==> src/rtl/fetch_unit_pkg.sv <==
// Shared definitions for the instruction-fetch stage.
//   DEFAULT_RESET_PC : default address of the first fetch after reset
//   INSTR_W          : instruction word width
//   count_width()    : width of an occupancy counter able to hold 0..depth
package fetch_unit_pkg;

  localparam int          INSTR_W          = 32;
  localparam logic [31:0] DEFAULT_RESET_PC = 32'h0000_0000;

  // Occupancy counters must represent the "full" value, hence the extra bit
  function automatic int count_width(input int depth);
    return $clog2(depth) + 1;
  endfunction

endpackage

==> src/rtl/fetch_fifo.sv <==
// Synchronous FIFO used for both the decoded-instruction buffer and the
// in-flight PC queue. Head entry is read straight from registered storage,
// so a pushed entry becomes visible one cycle after the push.
// Ports:
//   clock, reset      : rising-edge clock, async active-low reset
//   flush             : synchronous empty (storage contents left as is)
//   push, push_data   : write one entry; accepted when not full or when
//                       the head is popped in the same cycle
//   pop               : remove head entry (ignored when empty)
//   head_data         : entry at the head
//   full, empty, count: occupancy status
module fetch_fifo #(
  parameter int WIDTH = 32,
  parameter int DEPTH = 4
) (
  input  logic                   clock,
  input  logic                   reset,
  input  logic                   flush,
  input  logic                   push,
  input  logic [WIDTH-1:0]       push_data,
  input  logic                   pop,
  output logic [WIDTH-1:0]       head_data,
  output logic                   full,
  output logic                   empty,
  output logic [$clog2(DEPTH):0] count
);

  localparam int AW = $clog2(DEPTH);
  localparam logic [AW:0]   CNT_ONE   = (AW+1)'(1);
  localparam logic [AW:0]   CNT_DEPTH = (AW+1)'(DEPTH);
  localparam logic [AW-1:0] PTR_ONE   = AW'(1);

  logic [WIDTH-1:0] mem_r [DEPTH];
  logic [AW-1:0]    wr_ptr_r;
  logic [AW-1:0]    rd_ptr_r;
  logic [AW:0]      count_r;
  logic             push_ok_s;
  logic             pop_ok_s;

  // A full FIFO still takes a push when its head leaves in the same cycle
  always_comb begin
    pop_ok_s  = pop && (count_r != '0);
    push_ok_s = push && ((count_r != CNT_DEPTH) || pop_ok_s);
  end

  // Storage, pointers and occupancy; storage is cleared only by reset
  always_ff @(posedge clock or negedge reset) begin
    if (!reset) begin
      for (int i = 0; i < DEPTH; i++) begin
        mem_r[i] <= '0;
      end
      wr_ptr_r <= '0;
      rd_ptr_r <= '0;
      count_r  <= '0;
    end else if (flush) begin
      wr_ptr_r <= '0;
      rd_ptr_r <= '0;
      count_r  <= '0;
    end else begin
      if (push_ok_s) begin
        mem_r[wr_ptr_r] <= push_data;
        wr_ptr_r        <= wr_ptr_r + PTR_ONE;
      end
      if (pop_ok_s) begin
        rd_ptr_r <= rd_ptr_r + PTR_ONE;
      end
      case ({push_ok_s, pop_ok_s})
        2'b10:   count_r <= count_r + CNT_ONE;
        2'b01:   count_r <= count_r - CNT_ONE;
        default: count_r <= count_r;
      endcase
    end
  end

  assign head_data = mem_r[rd_ptr_r];
  assign full      = (count_r == CNT_DEPTH);
  assign empty     = (count_r == '0);
  assign count     = count_r;

endmodule

==> src/rtl/fetch_unit_checker.sv <==
// Protocol and structural invariants of the fetch stage.
// Ports: clock/reset plus the handshake and FIFO status signals observed.
module fetch_unit_checker (
  input logic clock,
  input logic reset,
  input logic rsp_valid,
  input logic pcq_empty,
  input logic pcq_push,
  input logic pcq_full,
  input logic ifq_push,
  input logic ifq_pop,
  input logic ifq_full
);

  // Memory must never return a response with nothing outstanding
  rsp_without_request: assert property (@(posedge clock) disable iff (!reset)
    !(rsp_valid && pcq_empty));

  // Credit accounting keeps both queues from overflowing
  pcq_no_overflow: assert property (@(posedge clock) disable iff (!reset)
    !(pcq_push && pcq_full));

  ifq_no_overflow: assert property (@(posedge clock) disable iff (!reset)
    !(ifq_push && ifq_full && !ifq_pop));

endmodule

==> src/rtl/fetch_unit.sv <==
// Instruction-fetch stage: owns the PC, issues word fetches to a variable
// latency instruction memory, squashes responses made stale by a redirect
// and buffers fetched instructions for decode.
// Ports:
//   clock, reset                        : rising-edge clock, async active-low reset
//   imem_req_valid/ready/addr           : fetch request handshake
//   imem_rsp_valid/data                 : in-order responses, no back-pressure
//   redirect_valid/pc                   : taken branch/jump, restart fetch
//   d_valid/ready, d_instr, d_pc        : instruction stream to decode
module fetch_unit
  import fetch_unit_pkg::*;
#(
  parameter int              XLEN       = 32,
  parameter logic [XLEN-1:0] RESET_PC   = XLEN'(DEFAULT_RESET_PC),
  parameter int              FIFO_DEPTH = 4
) (
  input  logic               clock,
  input  logic               reset,
  output logic               imem_req_valid,
  input  logic               imem_req_ready,
  output logic [XLEN-1:0]    imem_req_addr,
  input  logic               imem_rsp_valid,
  input  logic [INSTR_W-1:0] imem_rsp_data,
  input  logic               redirect_valid,
  input  logic [XLEN-1:0]    redirect_pc,
  output logic               d_valid,
  input  logic               d_ready,
  output logic [INSTR_W-1:0] d_instr,
  output logic [XLEN-1:0]    d_pc
);

  localparam int CW = count_width(FIFO_DEPTH);
  localparam int EW = XLEN + INSTR_W;
  localparam logic [CW-1:0]   CNT_ONE      = CW'(1);
  localparam logic [CW:0]     CREDIT_LIMIT = (CW+1)'(FIFO_DEPTH);
  localparam logic [XLEN-1:0] PC_STEP      = XLEN'(4);
  localparam logic [XLEN-1:0] ALIGN_MASK   = ~(XLEN'(3));

  logic            run_r;
  logic [XLEN-1:0] fetch_pc_r;
  logic [CW-1:0]   drop_r;

  logic [CW-1:0]   inflight_s;
  logic [CW-1:0]   inflight_next_s;
  logic [CW-1:0]   fifo_count_s;
  logic [CW:0]     occupancy_s;
  logic            credit_s;
  logic            accept_s;
  logic            rsp_fire_s;
  logic            keep_rsp_s;
  logic            d_pop_s;
  logic [XLEN-1:0] rsp_pc_s;
  logic [EW-1:0]   head_s;
  logic            pcq_full_s;
  logic            pcq_empty_s;
  logic            ifq_full_s;
  logic            ifq_empty_s;

  // Credit, handshakes and post-update in-flight count. Buffered plus
  // outstanding instructions never exceed the buffer size, so every response
  // has a guaranteed slot and memory never has to be stalled.
  always_comb begin
    occupancy_s = {1'b0, fifo_count_s} + {1'b0, inflight_s};
    credit_s    = run_r && (occupancy_s < CREDIT_LIMIT);
    accept_s    = credit_s && imem_req_ready;
    rsp_fire_s  = imem_rsp_valid && !pcq_empty_s;
    keep_rsp_s  = rsp_fire_s && (drop_r == '0) && !redirect_valid;
    d_pop_s     = !ifq_empty_s && d_ready && !redirect_valid;
    inflight_next_s = inflight_s;
    case ({accept_s, rsp_fire_s})
      2'b10:   inflight_next_s = inflight_s + CNT_ONE;
      2'b01:   inflight_next_s = inflight_s - CNT_ONE;
      default: inflight_next_s = inflight_s;
    endcase
  end

  // PC, fetch enable and squash counter. On redirect every request still
  // outstanding after this cycle (including one accepted now with the old PC)
  // belongs to the abandoned path and is counted for discard.
  always_ff @(posedge clock or negedge reset) begin
    if (!reset) begin
      run_r      <= 1'b0;
      fetch_pc_r <= RESET_PC;
      drop_r     <= '0;
    end else begin
      run_r <= 1'b1;
      if (redirect_valid) begin
        fetch_pc_r <= redirect_pc & ALIGN_MASK;
        drop_r     <= inflight_next_s;
      end else begin
        if (accept_s) begin
          fetch_pc_r <= fetch_pc_r + PC_STEP;
        end
        if (rsp_fire_s && (drop_r != '0)) begin
          drop_r <= drop_r - CNT_ONE;
        end
      end
    end
  end

  // PCs of outstanding requests, matched to responses in order
  fetch_fifo #(
    .WIDTH (XLEN),
    .DEPTH (FIFO_DEPTH)
  ) u_pc_queue (
    .clock     (clock),
    .reset     (reset),
    .flush     (1'b0),
    .push      (accept_s),
    .push_data (fetch_pc_r),
    .pop       (rsp_fire_s),
    .head_data (rsp_pc_s),
    .full      (pcq_full_s),
    .empty     (pcq_empty_s),
    .count     (inflight_s)
  );

  // Fetched {pc, instr} pairs waiting for decode
  fetch_fifo #(
    .WIDTH (EW),
    .DEPTH (FIFO_DEPTH)
  ) u_instr_fifo (
    .clock     (clock),
    .reset     (reset),
    .flush     (redirect_valid),
    .push      (keep_rsp_s),
    .push_data ({rsp_pc_s, imem_rsp_data}),
    .pop       (d_pop_s),
    .head_data (head_s),
    .full      (ifq_full_s),
    .empty     (ifq_empty_s),
    .count     (fifo_count_s)
  );

  fetch_unit_checker u_checker (
    .clock     (clock),
    .reset     (reset),
    .rsp_valid (imem_rsp_valid),
    .pcq_empty (pcq_empty_s),
    .pcq_push  (accept_s),
    .pcq_full  (pcq_full_s),
    .ifq_push  (keep_rsp_s),
    .ifq_pop   (d_pop_s),
    .ifq_full  (ifq_full_s)
  );

  assign imem_req_valid = credit_s;
  assign imem_req_addr  = fetch_pc_r;
  assign d_valid        = !ifq_empty_s;
  assign d_instr        = head_s[INSTR_W-1:0];
  assign d_pc           = head_s[EW-1:INSTR_W];

endmodule

==> config.mk <==
export PLATFORM = sky130hd
export DESIGN_NAME = fetch_unit
export DESIGN_NICKNAME = d
export VERILOG_FILES = /design/src/rtl/fetch_unit_pkg.sv /design/src/rtl/fetch_fifo.sv /design/src/rtl/fetch_unit_checker.sv /design/src/rtl/fetch_unit.sv
export SDC_FILE = /design/constraint.sdc
export NUM_CORES = 1
export LEC_CHECK = 0
export ABC_AREA = 1
export CORE_ASPECT_RATIO = 0.7
export CORE_MARGIN = 4
export CORE_UTILIZATION = 45
export CTS_CLUSTER_DIAMETER = 100
export DETAILED_ROUTE_END_ITERATION = 12
export GPL_ROUTABILITY_DRIVEN = 1
export SLEW_MARGIN = 10
export SYNTH_ARGS = -nofsm -noshare
export SYNTH_HDL_FRONTEND = slang
export SYNTH_SLANG_ARGS = --single-unit
==> constraint.sdc <==
create_clock -name clock -period 4.1 [get_ports clock]
set_input_delay 0.82 -clock clock [delete_from_list [all_inputs] [get_ports clock]]
set_output_delay 0.82 -clock clock [all_outputs]
set_load 0.005 [all_outputs]
======== Yosys cells after proc, flatten, opt, wreduce, memory -nomap -nowiden ========
Cells that the tools add are included.
word-level totals
  register bits after elaboration ......... 434
  output and inout bits ................... 98
  logic and storage cells ................. 104
operators by class
  add/sub/neg operators ................... 11
  order comparisons ....................... 7
  equal/unequal tests ..................... 8
  mux-type cells .......................... 24
  bitwise gates (word level) .............. 5
  reductions and logical operators ........ 32
operators with widths
  operator                 number
  $bwmux W256              1
  $mux W64                 3
  $mux W32                 5
  $bmux W64 S2             1
  $bwmux W128              1
  $demux W64 S2            1
  $bmux W32 S2             1
  $demux W32 S2            1
  $add A32 B3 Y32 const B  1
  $pmux W3 S2              3
  $logic_and A1 B1 Y1      14
  $ge A3 B3 Y1 const B     4
  $not A2 Y3               4
  $reduce_bool A3 Y1       4
  $reduce_bool A2 Y1       5
  $logic_not A3 Y1         3
  $mux W3                  3
  $sub A3 B1 Y3 const B    3
  $add A2 B1 Y2 const B    4
  $mux W2                  4
  $add A3 B1 Y3 const B    2
  $eq A2 B1 Y1 const B     3
  $eq A2 B2 Y1 const B     3
  $lt A3 B1 Y1 const B     2
  other kinds (7)          11

======== Logic depth before layout (Yosys ltp) ========
Gate-level depths: netlist of the first run.
  depth in word-level cells ............... 10
  depth in mapped cells ................... 14
  depth with buffers taken out ............ 14

======== Modules after synthesis ========
Synthesis of the first run repeated with hierarchy kept, for this count alone.
unflattened totals
  cells, all modules ...................... 2750
  area total of the unflattened synthesis .. 21321.7 um2
by module, submodules not included
  module                     times used  cells each  area each (um2)
  fetch_fifo (u_instr_fifo)  1           1532        12244.2
  fetch_fifo (u_pc_queue)    1           796         6349.8
  fetch_unit                 1           422         2727.6

======== Worst setup path after synthesis of the first run ========
Ideal clock, no wire load.
  path type ............................... reg2reg
  start point ............................. reg u_pc_queue.count_r[2] (netlist: u_pc_queue.count[2])
  end point ............................... reg drop_r[1]
  arrival ................................. 2.148 ns
  data required time ...................... 3.974 ns
  setup slack ............................. 1.826 ns
  cell stages (with the launch flop) ...... 13
  path buffers ............................ 2
  period minus slack after synthesis ...... 2.274 ns
  cells stage by stage .................... dfrtp_1 -> ha_1 -> nor2_1 -> nand3_1 -> nor2_1 -> nand2_1 -> buf_2 -> buf_2 -> ha_1 -> o21ai_0 -> o21ai_0 -> nand2_1 -> o21ai_0
between the ends
  word-level cells in the longest chain between the ends .. 7
ends and longest elaborated chain
  element                                       line              RTL
  from (decl)                                   fetch_fifo.sv:36  logic [AW:0] count_r;
  from (signal assigned)                        fetch_fifo.sv:68  2'b10: count_r <= count_r + CNT_ONE;
  from (signal assigned)                        fetch_fifo.sv:69  2'b01: count_r <= count_r - CNT_ONE;
  from (signal assigned)                        fetch_fifo.sv:70  default: count_r <= count_r;
  $add A3 B3 Y4 (*)                             fetch_unit.sv:63  occupancy_s = {1'b0, fifo_count_s} + {1'b0, inflight_s};
  $lt A4 B3 Y1 (*)                              fetch_unit.sv:64  credit_s = run_r && (occupancy_s < CREDIT_LIMIT);
  $logic_and A1 B1 Y1 (*)                       fetch_unit.sv:64
  via imem_req_valid                            fetch_unit.sv:19  output logic imem_req_valid,
  $logic_and A1 B1 Y1 (*)                       fetch_unit.sv:65  accept_s = credit_s && imem_req_ready;
  $eq A2 B1 Y1 or $eq A2 B2 Y1 (tied branches)  fetch_unit.sv:70  case ({accept_s, rsp_fire_s})
  $pmux W3 S2 (*)                               fetch_unit.sv:70
  $mux W3 (*)                                   fetch_unit.sv:87  if (redirect_valid) begin
  to (signal assigned)                          fetch_unit.sv:89  drop_r <= inflight_next_s;
  to (signal assigned)                          fetch_unit.sv:95  drop_r <= drop_r - CNT_ONE;
  to (decl)                                     fetch_unit.sv:41  logic [CW-1:0] drop_r;
Mark *: on every way through the listed nets, which the timed path passes. The rest lies on a longest branch.
A chain may end at the register's enable or synchronous reset.

======== Final worst setup path of the first run ========
  start point ............................. reg u_instr_fifo.rd_ptr_r[0]
  end point ............................... out d_pc[24]
between the ends
  word-level cells in the longest chain between the ends .. 4
ends and longest elaborated chain
  element                                       line              RTL
  from (decl)                                   fetch_fifo.sv:35  logic [AW-1:0] rd_ptr_r;
  from (signal assigned)                        fetch_fifo.sv:65  rd_ptr_r <= rd_ptr_r + PTR_ONE;
  $not A2 Y3 (not written as such)              fetch_fifo.sv:75  assign head_data = mem_r[rd_ptr_r];
  $bmux W64 S2                                  fetch_fifo.sv:75
  $mux W64 (not written as such) (2 in series)  fetch_fifo.sv:75
  to (decl)                                     fetch_unit.sv:29  output logic [XLEN-1:0] d_pc
No other way between the ends. The select of a mux whose other input is x is not followed.

==> results.json, run 1 <==
{
  "status": "finished, final reports clean",
  "h-tree-depth": 2,
  "n_antenna_cell": 0,
  "critPathArrivalTime_ps": 2870,
  "skew_ps": 8.89,
  "vias_per_cell": 5.35,
  "slew-limit-headroom_pct": 21.3,
  "yosysSeqAreaShare_pct": 53.9,
  "met1_usage_pct": 32.8,
  "worstPathMaxFanout": 49,
  "core_sq_um": 42400,
  "grt_pass1_vias": 15500,
  "std_cell_rows": 63,
  "post_cts_resized": 0,
  "dr_total_vias": 16100,
  "antenna_found_initial": 0,
  "synth-edff-count": 0,
  "place_hpwl_um": 33600,
  "power_density_nw_per_um2": 679,
  "path_clk_slew_ps": 60,
  "post-route-min-period_ps": 3690,
  "syn_avg_cell_area_sq_um": 8.35,
  "synth-main-ff-cell": "dfrtp_1",
  "grt_use_met2_pct": 35.3,
  "grt_max_degree": 127,
  "final_core_util_pct": 53.8,
  "grt.total_usage_pct": 22.3,
  "drive_gt1_share_pct": 5.63,
  "ys_top_cells_by_count": "577 x nand2_1, 476 x o21ai_0, 416 x dfrtp_1, 254 x nor2_1, 115 x inv_1",
  "path_class": "reg2out",
  "clockRootBuffer": "clkbuf_16",
  "yosys_warnings": 0,
  "final_max_slew_viol_count": 0,
  "syn2layout_area_growth_pct": 18.2,
  "die_h_um": 181,
  "ys_top_cells_by_area": "dfrtp_1 54%, o21ai_0 12%, nand2_1 11%",
  "numCtsBuffers": 43,
  "hold_buffers": 0,
  "required_ps": 3280,
  "grt-ovfl-total": 0,
  "max_freq_mhz": 271,
  "setup_tns_ps": 0,
  "finalInstanceArea_sq_um": 22800,
  "tightestPinTransition_ps": 1180,
  "clk_latency_ps": 540,
  "endpoint_kind": "primary output",
  "max-cap-violations": 0,
  "irDropWorstVdd_mv": 0.337,
  "grt_pass1_wl_um": 84800,
  "dr.first_iter.drc_count": 1516,
  "cts_buffer_depth": 3,
  "io_pins": 168,
  "cts_tree": "done",
  "ys_types": 32,
  "route.detailed.drc": 0,
  "clock_sinks": 416,
  "die_area_sq_um": 46400,
  "fin_nets": 2509,
  "grt_use_met3_pct": 3.78,
  "gp_congestion": 0.916,
  "p_leak_nw": 10.6,
  "wl_per_cell_um": 17.4,
  "drt_pass1_iterations": 7,
  "synthCells": 2315,
  "fp.dieW_um": 256,
  "synth_top_area_share_pct": 53.9,
  "min_path_type": "in2async",
  "whs_ps": 340,
  "io_buffers": 161,
  "synth_area_sq_um": 19300,
  "finalSetupViolCount": 0,
  "start_util_pct": 45.6,
  "post-cts-setup-buffers": 0,
  "ys_ff_latch": 416,
  "fin_crit_sh_pct": 90.1,
  "synth_top_cell_by_area": "dfrtp_1",
  "grt_busiest_layer": "met2",
  "synthArstFlopShare_pct": 100,
  "fillers": 3912,
  "drt-total-wl_um": 52200,
  "ant_nets": 0,
  "place_area_sq_um": 21300,
  "rsz0062_at_grt": "no",
  "hold_viol_final": 0,
  "cp-start-kind": "flip-flop",
  "synth.most_common_cell": "nand2_1",
  "worstRegToRegCells": 10
}
cells by family after synthesis:
logic type                 synth area share [%]
and+or+nand+nor                            18.6
adders and majority gates                  1.33
xor gates and xnor gates                  0.816
other                                    0.0389
DFF                                        53.9
AOI/OAI and AO/OA                          18.8
buffers and inverters                      6.57
stage by stage:
stage	setup slack (ps)	instances	total power, mW
after global routing	254	3002	16.6
after global placement	739	2926	11.3
final	407	3002	15.5
after floorplan	1830	2318	8.96
after CTS	388	3002	15.6
after detailed placement	694	2926	11.5
state kept, by name, summed over array words and instances, names as in the netlist, 3 cells and up:
register and cells:
u_instr_fifo.mem_r 248, u_pc_queue.mem_r 120, imem_req_addr 30, drop_r 3, u_instr_fifo.count 3, u_pc_queue.count 3
path summary, 6_finish.rpt:
path	start	end	slack, ps
max	u_instr_fifo.rd_ptr_r[0]$_DFFE_PN0P_	d_pc[24]	410
min	reset	u_instr_fifo.mem_r[68]$_DFFE_PN0P_	340
max reg2reg	u_instr_fifo.count[2]$_DFFE_PN0P_	u_pc_queue.mem_r[72]$_DFFE_PN0P_	1290
min reg2reg	u_pc_queue.mem_r[67]$_DFFE_PN0P_	u_pc_queue.mem_r[67]$_DFFE_PN0P_	480
max in group asynchronous	reset	u_instr_fifo.mem_r[247]$_DFFE_PN0P_	2660
min in group clock	u_pc_queue.mem_r[67]$_DFFE_PN0P_	u_pc_queue.mem_r[67]$_DFFE_PN0P_	480
layout make-up:
type                       count  area (sq um)  share of cell area [%]
tap                          552           691                    3.02
clock buffer                  63          1290                    5.67
clock inverter                13           196                   0.860
timing repair buffer         208          2120                    9.28
sequential                   416         10400                    45.6
inverter                     119           448                    1.96
multi-input combinational   1631          7670                    33.6
power by group:
part | leakage [nW] | internal [mW] | switching [mW]
sequential | 5.51 | 5.21 | 0.704
clock | 0.734 | 2.50 | 1.63
combinational | 4.37 | 2.36 | 3.10
total | 10.6 | 10.1 | 5.43
worst max-delay path: stages (launching register included):
cell and delay (ps):
dfrtp_4 490, clkinv_2 500, buf_4 340, o21ai_0 110, o22ai_1 270, clkdlybuf4s50_1 570
placed cells by master (no fill, tap or decap), drive strengths merged:
cell / count
nand4: 3
nand3: 64
xnor2: 3
a21oi: 9
dfrtp: 416
clkinvlp: 1
o22ai: 62
o21ai: 578
nand2: 580
buf: 48
conb: 5
fa: 1
o21a: 2
clkbuf: 63
o22a: 30
inv: 117
o211ai: 2
ha: 19
clkdlybuf4s50: 160
a21boi: 1
nor2: 257
clkinv: 9
bufinv: 5
xor2: 15
routing by layer:
| metal | vias up | part of all wire [%] |
|---|---|---|
| met5 | - | 0 |
| met4 | 0 | 1.2 |
| met3 | 49 | 5.1 |
| met2 | 358 | 46 |
| met1 | 7825 | 48 |
| li1 | 7836 | - |
Note: power is estimated with default switching activity, not from simulation.
==> run 2, diff against run 1 <==
SKIP_CTS_REPAIR_TIMING = 1   (was unset)
==> results of run 2 <==
Final layout, timing and power as in run 1 (identical DEF).
